File: config.mk
export PLATFORM = sky130hd
export DESIGN_NAME = mem_lsu_flat
export DESIGN_NICKNAME = d
export VERILOG_FILES = /design/src/rtl/mem_lsu_pkg.sv /design/src/rtl/mem_lsu_if.sv /design/src/rtl/mem_lsu_load_align.sv /design/src/rtl/mem_lsu.sv /design/src/flat_wrapper.sv
export SDC_FILE = /design/constraint.sdc
export NUM_CORES = 1
export LEC_CHECK = 0
export BUFFER_PORTS_ARGS = -buffer_cell sky130_fd_sc_hd__clkbuf_2
export CORE_MARGIN = 2
export CORE_UTILIZATION = 30
export CTS_CLUSTER_DIAMETER = 40
export DETAILED_ROUTE_END_ITERATION = 8
export PLACE_DENSITY_LB_ADDON = 0.1
export SLEW_MARGIN = 20
export SYNTH_ARGS = -nofsm -noshare
export SYNTH_HDL_FRONTEND = slang
export SYNTH_SLANG_ARGS = --single-unit
File: constraint.sdc
create_clock -name clk -period 2.7 [get_ports clk]
set_input_delay 0.27 -clock clk [delete_from_list [all_inputs] [get_ports clk]]
set_output_delay 0.27 -clock clk [all_outputs]
set_load 0.02 [all_outputs]
File: src/rtl/mem_lsu_pkg.sv
// mem_lsu_pkg: shared types and helpers for the MEM-stage load/store unit.
//   lsu_op_t     - memory operation carried down from the execute stage
//   SZ_B/H/W     - data bus transfer size encodings
//   lsu_state_t  - MEM-stage access FSM states
//   lsu_is_load / lsu_is_store / lsu_size / lsu_wdata / lsu_wstrb
//                - decode helpers for the bus request fields
package mem_lsu_pkg;

    typedef enum logic [3:0] {
        LSU_NONE = 4'd0,
        LSU_LB   = 4'd1,
        LSU_LBU  = 4'd2,
        LSU_LH   = 4'd3,
        LSU_LHU  = 4'd4,
        LSU_LW   = 4'd5,
        LSU_SB   = 4'd6,
        LSU_SH   = 4'd7,
        LSU_SW   = 4'd8
    } lsu_op_t;

    localparam logic [1:0] SZ_B = 2'd0;
    localparam logic [1:0] SZ_H = 2'd1;
    localparam logic [1:0] SZ_W = 2'd2;

    typedef enum logic [1:0] {
        ST_IDLE = 2'd0,
        ST_REQ  = 2'd1,
        ST_WAIT = 2'd2,
        ST_DONE = 2'd3
    } lsu_state_t;

    function automatic logic lsu_is_load(lsu_op_t op);
        return (op == LSU_LB) || (op == LSU_LBU) || (op == LSU_LH) ||
               (op == LSU_LHU) || (op == LSU_LW);
    endfunction

    function automatic logic lsu_is_store(lsu_op_t op);
        return (op == LSU_SB) || (op == LSU_SH) || (op == LSU_SW);
    endfunction

    function automatic logic [1:0] lsu_size(lsu_op_t op);
        logic [1:0] sz;
        case (op)
            LSU_LB, LSU_LBU, LSU_SB: sz = SZ_B;
            LSU_LH, LSU_LHU, LSU_SH: sz = SZ_H;
            default:                 sz = SZ_W;
        endcase
        return sz;
    endfunction

    // Store data is replicated across all lanes so the strobes alone pick
    // the bytes that land in memory.
    function automatic logic [31:0] lsu_wdata(lsu_op_t op, logic [31:0] d);
        logic [31:0] w;
        case (op)
            LSU_SB:  w = {4{d[7:0]}};
            LSU_SH:  w = {2{d[15:0]}};
            LSU_SW:  w = d;
            default: w = 32'h0;
        endcase
        return w;
    endfunction

    function automatic logic [3:0] lsu_wstrb(lsu_op_t op, logic [1:0] a);
        logic [3:0] s;
        case (op)
            LSU_SB:  s = 4'b0001 << a;
            LSU_SH:  s = a[1] ? 4'b1100 : 4'b0011;
            LSU_SW:  s = 4'hF;
            default: s = 4'h0;
        endcase
        return s;
    endfunction

endpackage

File: src/rtl/mem_lsu_if.sv
// mem_lsu_if: SRAM-like data bus between the load/store unit and memory.
//   data_req/wr/size/addr/wdata/wstrb - request side, driven by the master
//   data_addr_ok  - request accepted this cycle
//   data_data_ok  - read data valid / write acknowledged this cycle
//   data_rdata    - raw 32-bit read data
interface mem_lsu_if #(
    parameter int ADDR_W = 32
);
    logic              data_req;
    logic              data_wr;
    logic [1:0]        data_size;
    logic [ADDR_W-1:0] data_addr;
    logic [31:0]       data_wdata;
    logic [3:0]        data_wstrb;
    logic              data_addr_ok;
    logic              data_data_ok;
    logic [31:0]       data_rdata;

    modport master (
        output data_req, data_wr, data_size, data_addr, data_wdata, data_wstrb,
        input  data_addr_ok, data_data_ok, data_rdata
    );

    modport slave (
        input  data_req, data_wr, data_size, data_addr, data_wdata, data_wstrb,
        output data_addr_ok, data_data_ok, data_rdata
    );
endinterface

File: src/rtl/mem_lsu_load_align.sv
// mem_lsu_load_align: combinational load data aligner/extender.
//   op_i      - load operation (non-load ops pass rdata through)
//   addr_lo_i - byte offset of the access within the word
//   rdata_i   - raw 32-bit word from the bus
//   data_o    - aligned, sign/zero-extended result
module mem_lsu_load_align
    import mem_lsu_pkg::*;
(
    input  lsu_op_t     op_i,
    input  logic [1:0]  addr_lo_i,
    input  logic [31:0] rdata_i,
    output logic [31:0] data_o
);

    logic [7:0]  byte_v;
    logic [15:0] half_v;

    assign byte_v = 8'(rdata_i >> {addr_lo_i, 3'b000});
    assign half_v = 16'(rdata_i >> {addr_lo_i[1], 4'b0000});

    always_comb begin
        case (op_i)
            LSU_LB:  data_o = {{24{byte_v[7]}}, byte_v};
            LSU_LBU: data_o = {24'h0, byte_v};
            LSU_LH:  data_o = {{16{half_v[15]}}, half_v};
            LSU_LHU: data_o = {16'h0, half_v};
            default: data_o = rdata_i;
        endcase
    end

endmodule

File: src/rtl/mem_lsu.sv
// mem_lsu: MEM-stage load/store unit.
// Captures the execute-stage memory op when the stage advances, issues it on
// the SRAM-like data bus, stalls the pipeline until it completes and then
// presents aligned load data for writeback/bypass. A flush that arrives while
// a request is outstanding cannot withdraw it; the access is tracked to
// completion with `cancel` set and its result discarded.
//   clk, resetn         - clock, asynchronous active-low reset
//   MEM_Flush           - squash the op in this stage
//   MEM_Wr              - stage advance enable
//   EXE_Valid/LsuOp/Addr/StoreData/HasExcept - incoming op from execute
//   bus (master)        - data bus request/response
//   MEM_LsuStall        - hold earlier stages while the access is pending
//   MEM_LoadData        - aligned, extended load result (held after data_ok)
//   MEM_LoadValid       - MEM_LoadData valid for a completed load
module mem_lsu
    import mem_lsu_pkg::*;
#(
    parameter int ADDR_W     = 32,
    parameter bit KSEG_STRIP = 1'b1
) (
    input  logic             clk,
    input  logic             resetn,
    input  logic             MEM_Flush,
    input  logic             MEM_Wr,
    input  logic             EXE_Valid,
    input  lsu_op_t          EXE_LsuOp,
    input  logic [31:0]      EXE_Addr,
    input  logic [31:0]      EXE_StoreData,
    input  logic             EXE_HasExcept,
    mem_lsu_if.master        bus,
    output logic             MEM_LsuStall,
    output logic [31:0]      MEM_LoadData,
    output logic             MEM_LoadValid
);

    lsu_state_t        state_q, state_d;
    logic              cancel_q, cancel_d;
    logic              req_q;
    logic              wr_q;
    logic [1:0]        size_q;
    logic [ADDR_W-1:0] addr_q;
    logic [31:0]       wdata_q;
    logic [3:0]        wstrb_q;
    lsu_op_t           op_q;
    logic [1:0]        addr_lo_q;
    logic [31:0]       load_data_q;

    logic              op_ok;
    logic              capture;
    logic              load_we;
    logic              kill;
    logic [31:0]       align_data;

    // kseg0/kseg1 (0x8000_0000-0xBFFF_FFFF) are unmapped windows onto the
    // low 512 MB; clearing the top three bits yields the physical address.
    function automatic logic [ADDR_W-1:0] to_phys(logic [31:0] va);
        logic [31:0] pa;
        pa = va;
        if (KSEG_STRIP && (va[31:30] == 2'b10)) begin
            pa[31:29] = 3'b000;
        end
        return ADDR_W'(pa);
    endfunction

    assign op_ok = EXE_Valid && (EXE_LsuOp != LSU_NONE) && !EXE_HasExcept;

    // An already-cancelled access or a flush this cycle both mean the
    // in-flight result must be thrown away.
    assign kill = cancel_q || MEM_Flush;

    always_comb begin
        state_d  = state_q;
        cancel_d = cancel_q;
        capture  = 1'b0;
        load_we  = 1'b0;
        case (state_q)
            ST_IDLE, ST_DONE: begin
                // cancel is never set in these states, so a capture here can
                // never overlap a cancelled access.
                cancel_d = 1'b0;
                if (MEM_Flush) begin
                    state_d = ST_IDLE;
                end else if (MEM_Wr) begin
                    if (op_ok) begin
                        capture = 1'b1;
                        state_d = ST_REQ;
                    end else begin
                        state_d = ST_IDLE;
                    end
                end
            end
            ST_REQ: begin
                cancel_d = kill;
                if (bus.data_addr_ok) begin
                    if (bus.data_data_ok) begin
                        state_d  = kill ? ST_IDLE : ST_DONE;
                        cancel_d = 1'b0;
                        load_we  = !kill;
                    end else begin
                        state_d = ST_WAIT;
                    end
                end
            end
            ST_WAIT: begin
                cancel_d = kill;
                if (bus.data_data_ok) begin
                    state_d  = kill ? ST_IDLE : ST_DONE;
                    cancel_d = 1'b0;
                    load_we  = !kill;
                end
            end
            default: begin
                state_d  = ST_IDLE;
                cancel_d = 1'b0;
            end
        endcase
    end

    always_ff @(posedge clk or negedge resetn) begin
        if (!resetn) begin
            state_q  <= ST_IDLE;
            cancel_q <= 1'b0;
            req_q    <= 1'b0;
        end else begin
            state_q  <= state_d;
            cancel_q <= cancel_d;
            // Request stays up for every REQ cycle, i.e. until addr_ok.
            req_q    <= (state_d == ST_REQ);
        end
    end

    // Request fields only change on capture, so they hold steady from the
    // first req cycle through addr_ok.
    always_ff @(posedge clk or negedge resetn) begin
        if (!resetn) begin
            wr_q      <= 1'b0;
            size_q    <= 2'd0;
            addr_q    <= '0;
            wdata_q   <= 32'h0;
            wstrb_q   <= 4'h0;
            op_q      <= LSU_NONE;
            addr_lo_q <= 2'd0;
        end else if (capture) begin
            wr_q      <= lsu_is_store(EXE_LsuOp);
            size_q    <= lsu_size(EXE_LsuOp);
            addr_q    <= to_phys(EXE_Addr);
            wdata_q   <= lsu_wdata(EXE_LsuOp, EXE_StoreData);
            wstrb_q   <= lsu_wstrb(EXE_LsuOp, EXE_Addr[1:0]);
            op_q      <= EXE_LsuOp;
            addr_lo_q <= EXE_Addr[1:0];
        end
    end

    mem_lsu_load_align u_align (
        .op_i      (op_q),
        .addr_lo_i (addr_lo_q),
        .rdata_i   (bus.data_rdata),
        .data_o    (align_data)
    );

    // Stores also complete with data_ok; only loads update the result.
    always_ff @(posedge clk or negedge resetn) begin
        if (!resetn) begin
            load_data_q <= 32'h0;
        end else if (load_we && lsu_is_load(op_q)) begin
            load_data_q <= align_data;
        end
    end

    assign bus.data_req   = req_q;
    assign bus.data_wr    = wr_q;
    assign bus.data_size  = size_q;
    assign bus.data_addr  = addr_q;
    assign bus.data_wdata = wdata_q;
    assign bus.data_wstrb = wstrb_q;

    assign MEM_LsuStall  = ((state_q == ST_REQ) || (state_q == ST_WAIT)) && !cancel_q;
    assign MEM_LoadData  = load_data_q;
    assign MEM_LoadValid = (state_q == ST_DONE) && lsu_is_load(op_q);

endmodule
File: src/flat_wrapper.sv
// flat-port wrapper written by rule: the top's interface ports become plain ports
module mem_lsu_flat import mem_lsu_pkg::*;
#(
    parameter int ADDR_W     = 32,
    parameter bit KSEG_STRIP = 1'b1
)
  (clk, resetn, MEM_Flush, MEM_Wr, EXE_Valid, EXE_LsuOp, EXE_Addr, EXE_StoreData, EXE_HasExcept, MEM_LsuStall, MEM_LoadData, MEM_LoadValid, bus_data_req, bus_data_wr, bus_data_size, bus_data_addr, bus_data_wdata, bus_data_wstrb, bus_data_addr_ok, bus_data_data_ok, bus_data_rdata);
  mem_lsu_if #(.ADDR_W(ADDR_W)) bus_i ();
  input  logic clk;
  input  logic resetn;
  input  logic MEM_Flush;
  input  logic MEM_Wr;
  input  logic EXE_Valid;
  input  lsu_op_t EXE_LsuOp;
  input  logic [31:0] EXE_Addr;
  input  logic [31:0] EXE_StoreData;
  input  logic EXE_HasExcept;
  output logic MEM_LsuStall;
  output logic [31:0] MEM_LoadData;
  output logic MEM_LoadValid;
  output wire logic [$bits(bus_i.data_req)-1:0] bus_data_req;
  output wire logic [$bits(bus_i.data_wr)-1:0] bus_data_wr;
  output wire logic [$bits(bus_i.data_size)-1:0] bus_data_size;
  output wire logic [$bits(bus_i.data_addr)-1:0] bus_data_addr;
  output wire logic [$bits(bus_i.data_wdata)-1:0] bus_data_wdata;
  output wire logic [$bits(bus_i.data_wstrb)-1:0] bus_data_wstrb;
  input wire logic [$bits(bus_i.data_addr_ok)-1:0] bus_data_addr_ok;
  input wire logic [$bits(bus_i.data_data_ok)-1:0] bus_data_data_ok;
  input wire logic [$bits(bus_i.data_rdata)-1:0] bus_data_rdata;
  assign bus_data_req = bus_i.data_req;
  assign bus_data_wr = bus_i.data_wr;
  assign bus_data_size = bus_i.data_size;
  assign bus_data_addr = bus_i.data_addr;
  assign bus_data_wdata = bus_i.data_wdata;
  assign bus_data_wstrb = bus_i.data_wstrb;
  assign bus_i.data_addr_ok = bus_data_addr_ok;
  assign bus_i.data_data_ok = bus_data_data_ok;
  assign bus_i.data_rdata = bus_data_rdata;
  mem_lsu #(.ADDR_W(ADDR_W), .KSEG_STRIP(KSEG_STRIP)) u_core (.clk(clk), .resetn(resetn), .MEM_Flush(MEM_Flush), .MEM_Wr(MEM_Wr), .EXE_Valid(EXE_Valid), .EXE_LsuOp(EXE_LsuOp), .EXE_Addr(EXE_Addr), .EXE_StoreData(EXE_StoreData), .EXE_HasExcept(EXE_HasExcept), .bus(bus_i), .MEM_LsuStall(MEM_LsuStall), .MEM_LoadData(MEM_LoadData), .MEM_LoadValid(MEM_LoadValid));
endmodule
==> flow_metrics.env <==
export IMPL_area_sequential_um2=2780
export IMPL_tightest_slew_ns=0.709
export IMPL_rsz0062_at_grt="false"
export IMPL_required_ns=2.95
export IMPL_wire_per_inst_um=16.9
export IMPL_final_layout_size_suffix_gt1_share_pct=32.1
export IMPL_finalCritPeriodShare_pct=85.0
export IMPL_yosysWarnings=0
export IMPL_syn_area_per_cell_um2=9.17
export IMPL_die_w_um=139
export IMPL_htree_levels=3
export IMPL_clock_power_share_pct=27.9
export IMPL_arrival_ns=2.55
export IMPL_switching_share_pct=36.0
export IMPL_period_minus_slack_ns=2.30
export IMPL_multi_input_area_um2=2420
export IMPL_grt_max_degree=80
export IMPL_cts_buffer_depth=2
export IMPL_synth_edf_count=0
export IMPL_hp_class="in2reg"
export IMPL_drc=0
export IMPL_clk_latency_ns=0.35
export IMPL_power_density_nw_per_um2=660
export IMPL_track_usage_pct=17.8
export IMPL_yosys_area_top_type_share_pct=50.9
export IMPL_met3_usage_pct=5.28
export IMPL_p_seq_share_pct=43.7
export IMPL_p_sw_w=0.00166
export IMPL_p_leak_nw=3.60
export IMPL_port_buffers=213
export IMPL_use_met1_pct=23.1
export IMPL_whs_endpoint="u_core.bus.data_addr[4]$_DFFE_PN0P_"
export IMPL_coreArea_um2=17900
export IMPL_seq_area_frac_synth_pct=50.9
export IMPL_synthArstFlopShare_pct=100
export IMPL_antenna_found_initial=0
export IMPL_fmax_ghz=0.436
export IMPL_total_power_w=0.00463
export IMPL_status="completed"
export IMPL_synth_top_area_cell="dfrtp_1"
export IMPL_clk_pin_slew_ns=0.08
export IMPL_clock_skew_ns=0.00679
export IMPL_grt_overflow_total=0
export IMPL_drt_iter0_markers=241
export IMPL_synth_main_ff_cell="dfrtp_1"
export IMPL_grt_busiest_layer="met2"
export IMPL_crit_fanout=13
export IMPL_worstHoldPathCells=3
export IMPL_netlist_area_um2=5460
export IMPL_synth_seq_cells=111
export IMPL_area_delta_synth_final_pct=28.6
export IMPL_via_count=5144
export IMPL_num_io_pins=214
export IMPL_synth_nets=706
export IMPL_initial_core_util_pct=30.5
export IMPL_r2r_end="u_core.MEM_LoadData[11]$_DFFE_PN0P_"
export IMPL_first_global_vias=5106
export IMPL_p_comb_share_pct=28.5
export IMPL_dp_hpwl_mm=13.1
export IMPL_ys_top_cells_by_area="dfrtp_1, nand2_1, nor2_1"
export IMPL_post_cts_resize_count=0
export IMPL_cts_root_buf="clkbuf_16"
export IMPL_n_antenna_cell=0
export IMPL_cts_buffers=9
export IMPL_dieArea_um2=19300
export IMPL_final_hold_viol_count=0
export IMPL_use_met2_pct=28.9
export IMPL_start_kind="flip-flop"
export IMPL_tritoncts="done"
export IMPL_r2r_setup_slack_ns=0.40
export IMPL_maxCapViolCount=0
export IMPL_rr_startpoint="u_core.state_q[0]$_DFF_PN0_"
export IMPL_fp_dieH_um=139
export IMPL_worst_setup_path_end_kind="flip-flop"
export IMPL_fin_setup_tns_ns=0
export IMPL_slew_headroom_pct=51.5
export IMPL_drt_pass1_iter_count=5
export IMPL_critPathKind="reg2reg"
export IMPL_nets=904
export IMPL_cts_sinks=111
export IMPL_drv_slew=0
export IMPL_setup_viol=0
export IMPL_vdd_ir_drop_worst_v=0.000283
export IMPL_ant_nets=0
export IMPL_internal_power_w=0.00296
export IMPL_avgViaCountPerCell=5.01
export IMPL_drt_wl_total_mm=17.4
export IMPL_r2r_cells=6
export IMPL_min_delay_start="EXE_Addr[4]"
export IMPL_gp_congestion=0.863
export IMPL_syn_inst=595
export IMPL_rows=49
export IMPL_nFillCells=1871
export IMPL_yosysUniqueCellTypes=61
export IMPL_grt_pass1_wl_mm=27.6
export IMPL_crit_path_start="u_core.state_q[0]$_DFF_PN0_"
cell type report:
cell class	instances	area share [%]
clock inverters	6	0.838
repair buffers	226	17.2
well taps	229	4.08
multi-input cells	435	34.6
clock buffers	9	3.21
inverters	10	0.535
flip-flops and latches	111	39.6
kinds of logic (layout without fill, tap and decap cells):
logic type | after synthesis | count (layout) | share of synthesized area (%)
multiplexers | 17 | 17 | 3.51
adder cells (fa/ha/maj) | 3 | 3 | 0.688
flip-flops | 111 | 111 | 50.9
AO/OA/AOI/OAI | 151 | 151 | 19.0
AND/OR/NAND/NOR | 263 | 263 | 21.1
buffers and inverters | 49 | 251 | 4.68
XOR/XNOR | 1 | 1 | 0.161
worst max path at each step:
stage,end,slack (ns),depth (start not counted)
floorplan,u_core.MEM_LoadData[21]$_DFFE_PN0P_,0.70,8
global placement,u_core.MEM_LoadData[11]$_DFFE_PN0P_,0.53,6
detailed placement,u_core.bus.data_wdata[13]$_DFFE_PN0P_,0.45,7
CTS,u_core.MEM_LoadData[11]$_DFFE_PN0P_,0.42,6
global route,u_core.MEM_LoadData[13]$_DFFE_PN0P_,0.21,6
finish,u_core.MEM_LoadData[11]$_DFFE_PN0P_,0.40,6
per-layer routing:
layer,vias to the layer above,routed length [µm]
met1,2444,7370
met2,195,8310
li1,2488,-
met3,17,1420
met5,-,0
met4,0,256
stage by stage:
stage / utilization (%) / cell area, µm² / hold slack, ns / setup slack, ns / std cells
5_1_grt: 39.2 / 7020 / 0.105 / 0.212 / 1026
3_3_place_gp: 37.6 / 6720 / 0.108 / 0.534 / 1010
3_5_place_dp: 37.6 / 6720 / 0.108 / 0.453 / 1010
4_1_cts: 39.2 / 7020 / 0.0894 / 0.423 / 1026
6_report: 39.2 / 7020 / 0.105 / 0.404 / 1026
2_1_floorplan: - / 5460 / -0.0256 / 0.698 / 595
sequential cells by signal, indices dropped and copies added (netlist names), 2 cells and up:
signal,flops
u_core.bus.data_size,2
u_core.MEM_LoadData,32
u_core.bus.data_wstrb,4
u_core.bus.data_addr,31
u_core.op_q,4
u_core.bus.data_wdata,32
u_core.state_q,2
power by group through the flow:
stage | clock (W) | combinational (W) | sequential (W)
6_report | 0.00129 | 0.00132 | 0.00202
5_1_grt | 0.00141 | 0.00146 | 0.00206
4_1_cts | 0.00133 | 0.00133 | 0.00203
3_5_place_dp | 0 | 0.00133 | 0.00206
3_3_place_gp | 0 | 0.00132 | 0.00205
2_1_floorplan | 0 | 0.000582 | 0.00227
layout by cell type, fill, tap and decap left out, types with 3 or more instances in the layout:
cell type	count
a21oi_1	19
buf_12	3
nor2b_1	7
nand3_1	5
clkbuf_2	212
o21ai_1	3
o31ai_1	14
ha_1	3
inv_1	10
buf_4	10
a221oi_1	8
dfrtp_1	111
nand2_1	151
o21ai_0	31
a21o_1	3
a22o_1	10
and3_1	3
nand3b_1	4
a31oi_1	20
mux2i_1	9
nor2_1	69
a22oi_1	10
clkinvlp_4	3
nand2b_1	3
mux2_2	7
a2111oi_0	7
clkbuf_16	9
o22ai_1	8
critical path, stage by stage (launching register included):
cell and delay (ns):
dfrtp_1 0.43, inv_1 0.06, ha_1 0.31, nor4b_1 0.35, nand4_1 0.44, buf_4 0.34
o31ai_1 0.27
Yosys cell counts, types with 4 or more instances:
| cell | count |
|---|---|
| nand3b_1 | 4 |
| o31ai_1 | 14 |
| o22ai_1 | 8 |
| a2111oi_0 | 7 |
| nand2_1 | 151 |
| buf_2 | 21 |
| o21ai_0 | 31 |
| buf_6 | 5 |
| mux2_2 | 7 |
| a221oi_1 | 8 |
| nor2b_1 | 7 |
| nor2_1 | 69 |
| a22o_1 | 10 |
| a31oi_1 | 20 |
| clkbuf_1 | 11 |
| dfrtp_1 | 111 |
| a22oi_1 | 10 |
| mux2i_1 | 9 |
| nand3_1 | 5 |
| inv_1 | 10 |
| a21oi_1 | 19 |
repair_timing:
item	in CTS	in global routing
endpoints found under the setup margin	0	0
endpoints found under the hold margin	6	0
buffers inserted	0	0
hold buffers	1	0
Power figures use the tool's default switching activity.
